**config.mk**
```make
export PLATFORM = sky130hd
export DESIGN_NAME = pipeline_hazard_ctrl
export DESIGN_NICKNAME = d
export VERILOG_FILES = /design/src/rtl/pipeline_hazard_ctrl.sv
export SDC_FILE = /design/constraint.sdc
export NUM_CORES = 1
export LEC_CHECK = 0
export CAP_MARGIN = 5
export CORE_MARGIN = 1
export CORE_UTILIZATION = 36
export DETAILED_ROUTE_END_ITERATION = 10
export MAX_ROUTING_LAYER = met4
export PLACE_DENSITY = 0.84
export SYNTH_ARGS = -nofsm -noshare
export SYNTH_HDL_FRONTEND = slang
export SYNTH_SLANG_ARGS = --single-unit
```
**constraint.sdc**
```tcl
create_clock -name clk -period 3.18 [get_ports clk]
set_input_delay 0.318 -clock clk [delete_from_list [all_inputs] [get_ports clk]]
set_output_delay 0.318 -clock clk [all_outputs]
set_load 0.03 [all_outputs]
```
**src/rtl/pipeline_hazard_ctrl.sv**
```systemverilog
// Pipeline hazard controller: load-use stall, branch flush, multi-cycle mul/div wait with timeout.
// Latency: stall/bubble/flush/start outputs are combinational from state and inputs (zero cycles).
// Backpressure: none; the pipeline obeys the stall/bubble/flush outputs. Optional HAZARD_PERF_EN adds perf counters.
module pipeline_hazard_ctrl #(
  parameter int MD_TIMEOUT = 64
) (
  input  logic        clk,
  input  logic        rst,
  input  logic [4:0]  id_rs1,
  input  logic [4:0]  id_rs2,
  input  logic        id_use_rs1,
  input  logic        id_use_rs2,
  input  logic [4:0]  ex_rd,
  input  logic        ex_mem_read,
  input  logic        ex_muldiv,
  input  logic        md_done,
  input  logic        ex_branch_taken,
  output logic        stall_if,
  output logic        stall_ex,
  output logic        bubble_ex,
  output logic        flush_if_id,
  output logic        md_start,
  output logic        md_timeout,
  output logic [1:0]  state,
  output logic [31:0] load_stall_cnt,
  output logic [31:0] md_stall_cnt,
  output logic [31:0] flush_cnt
);

  typedef enum logic [1:0] {
    RUN        = 2'b00,
    LOAD_STALL = 2'b01,
    MD_WAIT    = 2'b10
  } state_t;

  // Last MD_WAIT cycle index before the wait is abandoned.
  localparam logic [7:0] WAIT_LAST = 8'(MD_TIMEOUT - 1);

  state_t     cur_state;
  state_t     nxt_state;
  logic [7:0] wait_cnt;
  logic       load_use;
  logic       timeout_hit;

  assign load_use = ex_mem_read && (ex_rd != 5'd0) &&
                    ((id_use_rs1 && (id_rs1 == ex_rd)) ||
                     (id_use_rs2 && (id_rs2 == ex_rd)));

  assign state = cur_state;

  // Next-state and control outputs; everything held low while reset is asserted.
  always_comb begin
    nxt_state   = cur_state;
    stall_if    = 1'b0;
    stall_ex    = 1'b0;
    bubble_ex   = 1'b0;
    flush_if_id = 1'b0;
    md_start    = 1'b0;
    timeout_hit = 1'b0;
    if (!rst) begin
      case (cur_state)
        RUN: begin
          if (ex_muldiv) begin
            md_start  = 1'b1;
            stall_if  = 1'b1;
            stall_ex  = 1'b1;
            nxt_state = MD_WAIT;
          end else if (ex_branch_taken) begin
            // Wrong-path instruction in ID is squashed, so its hazard is moot.
            flush_if_id = 1'b1;
            bubble_ex   = 1'b1;
          end else if (load_use) begin
            stall_if  = 1'b1;
            bubble_ex = 1'b1;
            nxt_state = LOAD_STALL;
          end
        end
        LOAD_STALL: begin
          nxt_state = RUN;
        end
        MD_WAIT: begin
          if (md_done) begin
            nxt_state = RUN;
          end else if (wait_cnt == WAIT_LAST) begin
            timeout_hit = 1'b1;
            nxt_state   = RUN;
          end else begin
            stall_if = 1'b1;
            stall_ex = 1'b1;
          end
        end
        default: begin
          nxt_state = RUN;
        end
      endcase
    end
  end

  // State register, MD_WAIT cycle counter and sticky timeout flag.
  always_ff @(posedge clk or posedge rst) begin
    if (rst) begin
      cur_state  <= RUN;
      wait_cnt   <= 8'd0;
      md_timeout <= 1'b0;
    end else begin
      cur_state <= nxt_state;
      if (cur_state != MD_WAIT) begin
        wait_cnt <= 8'd0;
      end else if (nxt_state == MD_WAIT) begin
        wait_cnt <= wait_cnt + 8'd1;
      end
      if (timeout_hit) begin
        md_timeout <= 1'b1;
      end
    end
  end

`ifdef HAZARD_PERF_EN
  // Wrapping performance counters.
  always_ff @(posedge clk or posedge rst) begin
    if (rst) begin
      load_stall_cnt <= 32'd0;
      md_stall_cnt   <= 32'd0;
      flush_cnt      <= 32'd0;
    end else begin
      if (cur_state == RUN && nxt_state == LOAD_STALL) begin
        load_stall_cnt <= load_stall_cnt + 32'd1;
      end
      if (stall_ex) begin
        md_stall_cnt <= md_stall_cnt + 32'd1;
      end
      if (flush_if_id) begin
        flush_cnt <= flush_cnt + 32'd1;
      end
    end
  end
`else
  assign load_stall_cnt = 32'd0;
  assign md_stall_cnt   = 32'd0;
  assign flush_cnt      = 32'd0;
`endif

endmodule

```
Word level (Yosys, flattened, before mapping)
Index checks and enable logic that the tools add are counted.

operators by class
  reduce and logical (&&, ||, !) cells = 8
  muxes and demuxes = 33
  equal/unequal tests = 6
  add/sub/neg operators = 1

operator list
  cell                   count
  $mux W1                22
  $mux W8                2
  $mux W2                6
  $eq A5 B5 Y1           2
  $add A8 B1 Y8 const B  1
  $eq A8 B6 Y1 const B   1
  $reduce_bool A5 Y1     1
  $eq A2 B2 Y1 const B   2
  $logic_and A1 B1 Y1    4
  $pmux W1 S2            2
  $pmux W2 S2            1
  $logic_not A2 Y1       1
  $ne A2 B2 Y1 const B   1
  $reduce_bool A2 Y1     1
  $logic_or A1 B1 Y1     1

word-level totals
  logic and storage cells = 51
  register bits after elaboration = 11
  input port bits = 23
  output and inout bits = 104

Logic depth before layout (Yosys ltp)
  depth in word-level cells = 12
  gate-level depth with buffers = 5
  depth with buffers taken out = 5

Worst setup path after synthesis
No wires, ideal clock.

  path type = reg2out
  start = reg cur_state[0], in the netlist state[0]
  end = out bubble_ex
  required time = 2862 ps
  setup slack = 971 ps
  arrival = 1891 ps
  path buffers = 1
  stages on the path, launching flop included = 5
  cells stage by stage = dfrtp_1 buf_6 nor3_1 nand2b_1 o31ai_1

on the way
  word-level cells in the longest chain between the ends = 3

RTL lines
  element                 line  text
  from (decl)             39    state_t cur_state;
  from (signal assigned)  106   cur_state <= nxt_state;
  $logic_not A2 Y1        61    case (cur_state)
  $mux W1                 61
  $mux W1                 60    if (!rst) begin
  to (decl)               20    output logic bubble_ex,

Every way passes these cells.

Worst setup path in the final report
  start = in ex_rd[2]
  end = out bubble_ex

on the way
  word-level cells in the longest chain between the ends = 9
  elaborated cells on any way between the ends = 13
  classes of those cells = eq/ne (2); mux (5); reduce/logical (6)

RTL lines
  element                                        line    text
  from (decl)                                    13      input logic [4:0] ex_rd,
  $eq A5 B5 Y1, on equally long branches         46, 47
  $logic_and A1 B1 Y1, on equally long branches  46, 47
  $logic_or A1 B1 Y1                             46      ((id_use_rs1 && (id_rs1 == ex_rd)) ||
  $logic_and A1 B1 Y1 *                          45      assign load_use = ex_mem_read && (ex_rd != 5'd0) &&
  $mux W1 *                                      72      end else if (load_use) begin
  $mux W1 *                                      68      end else if (ex_branch_taken) begin
  $mux W1 *                                      63      if (ex_muldiv) begin
  $mux W1 *                                      61
  $mux W1 *                                      60

Mark *: on every way between the ends. The rest lies on a longest branch, timed or not.

==> summary.md <==
| Metric | Value |
|---|---|
| Status | complete, no violations |
| Pwr dens | 363 nW/um2 |
| Crit path time final | between 2 and 3 ns |
| GR Overflow Total | 0 |
| Placed inst area | 1590 um2 |
| Mapped Area | between 1500 and 2000 um2 |
| Post-synth EDFFs | 0 |
| WL final | about 2.7 mm |
| Critical Path End Type | output port |
| Number of vias per cell | slightly above 4 |
| Detailed Route Iter0 Violations | 67 |
| Worst reg2reg path depth | 4 |
| F_max | 361 MHz |
| Synth warn | 0 |
| Ys flop type | dfrtp_1 |
| Cell Rows | 23 |
| CP Data Required Time | between 2 and 3 ns |
| Fin Setup TNS | 0 ns |
| Antenna Cells | 0 |
| Syn Inst Count | 199 |
| Flops & latches, synth | 11 |
| Detailed Place HPWL | ~2.3 mm |
| CTS resizes | 0 |
| H-tree levels | 1 |
| Syn Area/Cell | slightly above 8 um2 |
| Yosys cell types | 40 |
| I/O Buffers | 30 |
| Cell depth of the worst hold path | 1 |
| Num CTS Buffers | 3 |
| Initial antenna violation count | 0 |
| Gpl congestion | 0.931 |
| # DRC | 0 |
| Post-detailed-route count of antenna-violating nets | 0 |
| Hold buffer count at CTS | 0 |
| Layout cell share with drive strength beyond 1 | 0.0435 |
| Die height | about 69 um |
| CP arrival | ~2.5 ns |
| DRT Pass-1 Iters | 4 |
| Crit path max fanout | 3 |
| Global-route wire length before repair | roughly 3.8 mm |
| Worst Skew | 0.00267 ns |
| Unrepaired setup endpoints after global routing | no |
| Clock Sink Count | 11 |
| Area Overhead vs Synth | 1.71% |
| Max Cap Violations | 0 |
| Startpoint class of the critical path | primary input |
| DR WL/cell | between 9 and 10 um |
| Die Wd | between 60 and 70 um |
| Vias | ~1,100 |
| Hold Fails Final Rpt | 0 |
| # Post-CTS Setup Buffers | 0 |
| Worst-path clk slew | ~0.05 ns |
| Area of the die | about 4700 um2 |
| Peak supply drop | ~120 uV |
| Cell with the most instances after synthesis | buf_4 |
| Sequential fraction of the synthesis area | 0.171 |
| Final worst path period share | 0.872 |
| CTS Buffer Depth | 2 |
| GRT Overall Usage | 0.110 |
| Root Driver | clkbuf_8 |
| Synth area leaders | buf_4 45%, dfrtp_1 17%, xor2_1 4.4%, a21oi_1 2.8%, nand2_1 2.6% |
| Slew Viols, Final | 0 |
| Vias in the first global route | between 800 and 900 |
| Area leader, netlist | buf_4 |
| Setup violations, final | 0 |
| Largest net degree at the start of global routing | 13 |
| Core box area | slightly above 4000 um2 |
| Final Cell Area | roughly 1600 um2 |
| Starting Density | 0.388 |
| CTS tree | yes |
| Yosys top cell area share | 0.449 |
| Leakage | between 0.8 and 0.9 nW |
| Clock Latency Late Sink | between 0.2 and 0.25 ns |
| Post-synth top cells | 96 x buf_4, 11 x dfrtp_1, 11 x nand2_1, 9 x a21oi_1, 8 x xor2_1 |
| WS Path Type | primary input to output port |
| Asr flop ratio synth | 1.00 |
| Hold WC Path Type | register to register |
| Final-stage net count | 255 |
| I/O pin cnt | around 130 |
==> cell type report <==
| type | count | area, um2 |
|---|---|---|
| flip-flops and latches | 11 | 275 |
| well taps | 50 | 62.6 |
| multi-input cells | 179 | 928 |
| inverters | 6 | 22.5 |
| fillers | 430 | 2510 |
| clock buffers | 4 | 45.0 |
| repair buffers | 30 | 300 |
==> final timing paths <==
path                       slack, ns                    from                 endpoint
hold reg to reg                 0.48  md_timeout$_DFFE_PP0P_   md_timeout$_DFFE_PP0P_
min in group asynchronous       0.64                     rst       state[1]$_DFF_PP0_
hold / removal                  0.48  md_timeout$_DFFE_PP0P_   md_timeout$_DFFE_PP0P_
max in group asynchronous       2.24                     rst  wait_cnt[2]$_DFFE_PP0P_
setup / recovery                0.41                ex_rd[2]                bubble_ex
setup reg to reg                1.57      state[0]$_DFF_PP0_  wait_cnt[7]$_DFFE_PP0P_
==> routing by layer <==
metal / routed length, um / up-vias / global-route usage
met5: 0 / - / -
met3: 227 / 0 / 0.0444
met4: 0 / 0 / 0.00765
met2: 1440 / 64 / 0.183
met1: 1030 / 523 / 0.131
li1: - / 540 / -
==> placed cells by master (no fill, tap or decap), drive strengths merged, types with 2 or more instances in the layout <==
cell type	n
a21boi	2
nor3	4
or3	3
a21oi	9
and3	2
xor2	8
mux2i	3
dfrtp	11
o21ai	8
conb	96
nor4	3
inv	6
nor2	2
and2	2
a2111o	2
xnor2	2
o31ai	2
clkdlybuf4s50	30
nand3	5
o211ai	2
clkbuf	4
nand2	11
==> logic make-up (layout without fill, tap and decap cells) <==
group                    Yosys count  after routing  share of synthesized area
AND/OR/NAND/NOR                   39             39                      0.147
multiplexers                       3              3                     0.0187
buffers and inverters            104             40                      0.473
AO/OA/AOI/OAI                     30             30                      0.125
other                              1             96                    0.00233
XOR/XNOR                          10             10                     0.0545
adder cells (fa/ha/maj)            1              1                    0.00779
flip-flops                        11             11                      0.171
==> stage by stage <==
step / power (mW) / worst slack [ns] / hold slack (ns) / instances / util
6_report: 0.593 / 0.406 / 0.478 / 280 / 0.394
2_1_floorplan: 0.478 / 0.971 / 0.351 / 294 / -
3_3_place_gp: 0.448 / 0.409 / 0.477 / 276 / 0.383
4_1_cts: 0.596 / 0.388 / 0.485 / 280 / 0.394
5_1_grt: 0.628 / 0.331 / 0.506 / 280 / 0.394
3_5_place_dp: 0.451 / 0.379 / 0.473 / 276 / 0.383
==> worst max-delay path, stage by stage <==
cell,delay (ns)
clkdlybuf4s50_1,0.48
xor2_1,0.19
nor4_1,0.30
a32oi_1,0.20
o31ai_1,0.26
clkdlybuf4s50_1,0.71
==> power breakdown <==
group          internal, mW  total [mW]  switching (mW)
Combinational        0.0692       0.293           0.224
Sequential            0.147       0.158          0.0105
Clock                0.0881       0.142          0.0537
==> sequential cells by signal, indices dropped and copies added (netlist names) <==
signal / flops
state: 2
wait_cnt: 8
md_timeout: 1
(Power assumes the default switching activity.)
